`src/rtl/node_pkg.sv`:
```
// node_pkg: flit header layout, port directions and the XY route decode shared by node blocks.
package node_pkg;
    localparam int DefPayloadWidth = 32;
    localparam int DefLgNumprocs = 3;
    localparam int CoordWidth = 3;
    localparam int OpWidth = 4;
    localparam int TagWidth = 36;
    localparam int payloadPos = 0;
    localparam int opPos = payloadPos + DefPayloadWidth;
    localparam int tagPos = opPos + OpWidth;
    localparam int DstXPos = tagPos + TagWidth;
    localparam int DstYPos = DstXPos + CoordWidth;
    localparam int DstZPos = DstYPos + CoordWidth;
    localparam int ValidBitPos = DstZPos + CoordWidth;
    localparam int FlitWidth = ValidBitPos + 1;
    localparam int FlitChildWidth = FlitWidth + DefLgNumprocs;

    typedef enum logic [2:0] {XPOS, YPOS, XNEG, YNEG, LOCAL} port_e;
    typedef enum logic {IDLE, SEND} stage_e;

    function automatic port_e route_dir(input logic [2:0] dst_x, input logic [2:0] dst_y,
                                        input logic [2:0] cur_x, input logic [2:0] cur_y);
        return dst_x > cur_x ? XPOS : dst_x < cur_x ? XNEG :
               dst_y > cur_y ? YPOS : dst_y < cur_y ? YNEG : LOCAL;
    endfunction
endpackage

```
`src/rtl/large_buffer.sv`:
```
// large_buffer: show-ahead FIFO; the head is readable while not empty, and a full FIFO
// accepts a write in the same cycle as a read.
module large_buffer #(
    parameter int buffer_depth = 8,
    parameter int buffer_width = 85
) (
    input  logic                    clk,
    input  logic                    rst,
    input  logic [buffer_width-1:0] wr_data,
    input  logic                    wr_en,
    input  logic                    rd_en,
    output logic [buffer_width-1:0] rd_data,
    output logic                    full,
    output logic                    empty
);
    localparam int AW = $clog2(buffer_depth);
    logic [buffer_width-1:0] mem [buffer_depth];
    logic [AW:0] wp, rp;
    logic push, pop;
    assign pop = rd_en && !empty;
    assign push = wr_en && (!full || pop);
    assign empty = wp == rp;
    assign full = (wp[AW] != rp[AW]) && (wp[AW-1:0] == rp[AW-1:0]);
    assign rd_data = mem[rp[AW-1:0]];
    always_ff @(posedge clk) begin
        if (rst) begin
            wp <= '0;
            rp <= '0;
        end else begin
            if (push) wp <= wp + (AW+1)'(1);
            if (pop) rp <= rp + (AW+1)'(1);
        end
    end
    always_ff @(posedge clk) begin
        if (push) mem[wp[AW-1:0]] <= wr_data;
    end
endmodule

```
`src/rtl/reduce_result_injector.sv`:
```
// reduce_result_injector: buffers reduce_unit results and routes them XY onto the four
// router inject ports or the local delivery port, one in-order pop per cycle.
module reduce_result_injector import node_pkg::*; #(
    parameter logic [2:0] cur_x = 3'd0,
    parameter logic [2:0] cur_y = 3'd0,
    parameter logic [2:0] cur_z = 3'd0,
    parameter int lg_numprocs = 3,
    parameter int PayloadWidth = 32,
    parameter int DEPTH = 8,
    localparam int Shift = PayloadWidth - DefPayloadWidth,
    localparam int FW = FlitWidth + Shift,
    localparam int FCW = FW + lg_numprocs
) (
    input  logic           clk,
    input  logic           rst,
    input  logic [FCW-1:0] res_flit,
    input  logic           res_valid,
    output logic           res_ready,
    output logic [FCW-1:0] inject_xpos,
    output logic [FCW-1:0] inject_ypos,
    output logic [FCW-1:0] inject_xneg,
    output logic [FCW-1:0] inject_yneg,
    input  logic           inject_xpos_ready,
    input  logic           inject_ypos_ready,
    input  logic           inject_xneg_ready,
    input  logic           inject_yneg_ready,
    output logic [FCW-1:0] local_out,
    output logic           overflow,
    output logic [15:0]    sent_count
);
    localparam int dxp = DstXPos + Shift;
    localparam int dyp = DstYPos + Shift;
    localparam int dzp = DstZPos + Shift;
    localparam int vp = ValidBitPos + Shift;

    logic [FCW-1:0] head, flit, ldata;
    logic [FCW-1:0] data [4];
    stage_e st [4], st_nx [4];
    logic [3:0] rdy, done, load;
    logic full, empty, pop, lvld;
    logic unused_z;
    port_e dir;

    large_buffer #(.buffer_depth(DEPTH), .buffer_width(FCW)) u_fifo (
        .clk(clk),
        .rst(rst),
        .wr_data(res_flit),
        .wr_en(res_valid),
        .rd_en(pop),
        .rd_data(head),
        .full(full),
        .empty(empty)
    );

    assign rdy = {inject_yneg_ready, inject_xneg_ready, inject_ypos_ready, inject_xpos_ready};
    assign dir = route_dir(head[dxp+:3], head[dyp+:3], cur_x, cur_y);
    assign flit = head | (FCW'(1) << vp);
    assign unused_z = ^(head[dzp+:3] ^ cur_z);
    assign res_ready = !full;

    // A stage can take the head when empty or when its held flit leaves this same cycle.
    always_comb begin
        pop = !empty && (dir == LOCAL || st[dir[1:0]] == IDLE || rdy[dir[1:0]]);
        for (int i = 0; i < 4; i++) begin
            done[i] = st[i] == SEND && rdy[i];
            load[i] = pop && dir == port_e'(i);
            st_nx[i] = load[i] ? SEND : done[i] ? IDLE : st[i];
        end
    end

    always_ff @(posedge clk) begin
        for (int i = 0; i < 4; i++) begin
            st[i] <= rst ? IDLE : st_nx[i];
            if (load[i]) data[i] <= flit;
        end
        lvld <= !rst && pop && dir == LOCAL;
        ldata <= flit;
        if (rst) begin
            overflow <= 1'b0;
            sent_count <= '0;
        end else begin
            overflow <= overflow | (res_valid && full && !pop);
            sent_count <= sent_count + 16'($countones({lvld, done}));
        end
    end

    assign inject_xpos = st[0] == SEND ? data[0] : '0;
    assign inject_ypos = st[1] == SEND ? data[1] : '0;
    assign inject_xneg = st[2] == SEND ? data[2] : '0;
    assign inject_yneg = st[3] == SEND ? data[3] : '0;
    assign local_out = lvld ? ldata : '0;
endmodule

```
`config.mk`:
```
export PLATFORM = sky130hd
export DESIGN_NAME = reduce_result_injector
export DESIGN_NICKNAME = d
export VERILOG_FILES = /design/src/rtl/node_pkg.sv /design/src/rtl/large_buffer.sv /design/src/rtl/reduce_result_injector.sv
export SDC_FILE = /design/constraint.sdc
export NUM_CORES = 1
export LEC_CHECK = 0
export ABC_CLOCK_PERIOD_IN_PS = 11700
export CAP_MARGIN = 10
export CELL_PAD_IN_SITES_DETAIL_PLACEMENT = 1
export CELL_PAD_IN_SITES_GLOBAL_PLACEMENT = 1
export CORE_ASPECT_RATIO = 0.8
export CORE_UTILIZATION = 49
export CTS_CLUSTER_DIAMETER = 200
export DETAILED_ROUTE_END_ITERATION = 12
export DONT_BUFFER_PORTS = 1
export GPL_TIMING_DRIVEN = 0
export PLACE_DENSITY = 0.79
export SETUP_SLACK_MARGIN = 0.3
export SLEW_MARGIN = 20
export SYNTH_ARGS = -nofsm -noshare
export SYNTH_HDL_FRONTEND = slang
export SYNTH_HIERARCHICAL = 1
export SYNTH_SLANG_ARGS = --single-unit
```
`constraint.sdc`:
```
create_clock -name clk -period 11.7 [get_ports clk]
set_clock_uncertainty 0.15 [all_clocks]
set_input_delay 2.34 -clock clk [delete_from_list [all_inputs] [get_ports clk]]
set_output_delay 2.34 -clock clk [all_outputs]
set_load 0.005 [all_outputs]
```
==> key figures <==
Status
  • Status: finished, final reports clean

Synthesis
  • Area of the mapped netlist: 0.0365 mm^2
  • Warnings, synthesis: 6
  • Syn Area/Cell: 19.6 um^2
  • Cells after synthesis: 1,859

Clock network
  • Clock Latency Late Sink: 0.66 ns
  • Root buffer cell: clkbuf_16
  • # Post-CTS Setup Buffers: 0
  • CTS tree: built
  • Clock sinks: 955
  • Cts bufs inserted: 93
  • Worst-path clk slew: 0.06 ns
  • # resized after CTS: 0
  • CTS hold repair buffers: 0
  • Longest Clk Path Bufs: 3
  • CTS H-tree lvls: 3

Timing
  • Minimum clock period: 6.56 ns
  • Relative slew slack: 24.0%
  • RSZ-0062 raised after global routing: no
  • Fmax: 152 MHz
  • Final Slew Violations: 0
  • Worst Tran Pin Value: 1.12 ns
  • Final setup fails: 0
  • Ratio of final minimum period to clock period: 56.1%
  • Fin. Hold Viols: 0

Power and ir drop
  • VDD IR max: 0.138 mV
  • Leakage: 14.7 nW
  • Power Density: 206 mW/mm^2
  • Tot Pwr: 0.00876 W

Worst setup path
  • Crit Path Class: reg -> reg
  • Critical Path Fanout Max: 10
  • CP endpoint kind: flop
  • Crit path arrival time: 6.77 ns
  • Startpoint types: flop
  • Worst EP required: 11.91 ns

Route
  • Vias/cell: 5.37
  • Routed wire per std cell: 27.1 um
  • DRC violations left: 0
  • Initial DRC count: 1,427
  • Post-route ant nets: 0
  • Total Routed Length: 89,400 um
  • First-pass detailed-route iteration total: 5
  • Vias: 17,700

Floorplanning
  • Die width: 307 um
  • Die height: 246 um
  • Core area: 0.0737 mm^2
  • Row cnt: 89
  • Initial core utilization: 49.5%
  • DIE AREA: 0.0755 mm^2
  • # IOs: 535

Place
  • RD Place Congestion: 0.746
  • DP Area: 0.0395 mm^2
  • Port Buf Inserts: 0
  • Final HPWL DP: 61,400 um

Global route
  • Total global routing overflow: 0
  • Total GRT Usage: 23.5%
  • Largest net degree at the start of global routing: 25
  • First-pass GRT wire length: 128,000 um
  • Number of global-route vias before repair: 18,900
  • Initial antenna violation count: 6

Cells and area
  • Final non-filler cell area: 0.0426 mm^2
  • FILL cells: 6,503
  • Post-route core utilization: 57.8%
  • Layout cell share with drive strength beyond 1: 30.8%
  • Final #Nets: 2,317
  • Synthesis-to-layout area growth: 16.8%

Run
  • Max Cap Viol: 0

Hold path
  • Hold Crit Class: reg -> reg
==> power breakdown <==
group,total [W],internal (W),switching (W)
registers,0.00428,0.00418,0.000104
clock network,0.00299,0.00170,0.00128
logic,0.00149,0.000665,0.000826
total,0.00876,0.00654,0.00221
==> state kept, by name (all words and copies together) (netlist names), named ones only <==
name and count:
st 2, u_fifo/mem 672, data 168, lvld 1
ldata 84, sent_count 16, u_fifo/rp 4, overflow 1
u_fifo/wp 4
==> worst max-delay path: stages (launching register included) <==
cell and delay [ns]:
dfxtp_1 0.31, buf_2 0.34, buf_2 0.50, buf_1 0.75
mux4_2 0.41, mux2_2 0.31, nor3_1 0.76, nor2_1 0.18
nor3_1 0.39, o21ai_0 0.44, nor3_2 0.65, buf_4 0.29
buf_4 0.17, buf_4 0.20, buf_6 0.17, buf_4 0.20
==> routing by layer <==
| metal | GRT usage (%) | up-vias | part of all wire (%) |
|---|---|---|---|
| met5 | 0 | - | 0 |
| met2 | 39.9 | 646 | 50 |
| met1 | 30.5 | 9423 | 40 |
| met3 | 5.45 | 119 | 7.4 |
| met4 | 6.66 | 0 | 2.2 |
| li1 | - | 7551 | - |
==> per-stage QoR <==
step / setup TNS, ns / cells / hold WS, ns / setup slack [ns]
CTS: 0 / 3301 / 0.384 / 5.11
global route: 0 / 3301 / 0.418 / 4.85
finish: 0 / 3304 / 0.393 / 5.14
global placement: -2517.46 / 3029 / 0.356 / -5.53
floorplan: 0 / 2028 / 0.292 / 1.98
detailed placement: 0 / 3125 / 0.376 / 5.25
==> cell usage in the layout (no fill, tap or decap), types with 9 or more instances in the layout <==
cell type and instances:
conb_1 170, mux4_2 168, buf_2 17, buf_6 31, nand3_1 10, clkbuf_1 67
nor2_1 19, clkinv_2 12, clkbuf_8 15, clkbuf_16 94, inv_1 10, clkinv_1 9
dfxtp_1 115, and2_1 254, edfxtp_1 840, buf_4 230, mux2_2 84, buf_12 12
==> worst paths after layout <==
check                      endpoint      startpoint  cells after the start  slack (ns)
hold / removal       sent_count[15]  sent_count[15]                      2        0.39
setup / recovery  u_fifo/mem[1][37]            flop                     15        5.14
setup reg to reg  u_fifo/mem[1][37]            flop                     15        5.14
hold reg to reg      sent_count[15]  sent_count[15]                      2        0.39
==> area by class of cell <==
type / count / area [um^2] / area share, %
buffer: 254 / 1710 / 4.02
antenna: 3 / 7.51 / 0.0176
inverter: 11 / 41.3 / 0.0970
clock buffer: 133 / 2650 / 6.22
sequential: 955 / 27500 / 64.7
multi-input combinational: 808 / 7900 / 18.5
timing repair buffer: 96 / 1070 / 2.52
clock inverter: 43 / 420 / 0.987
tap: 1001 / 1250 / 2.94
Note: power is estimated with default switching activity, not from simulation.
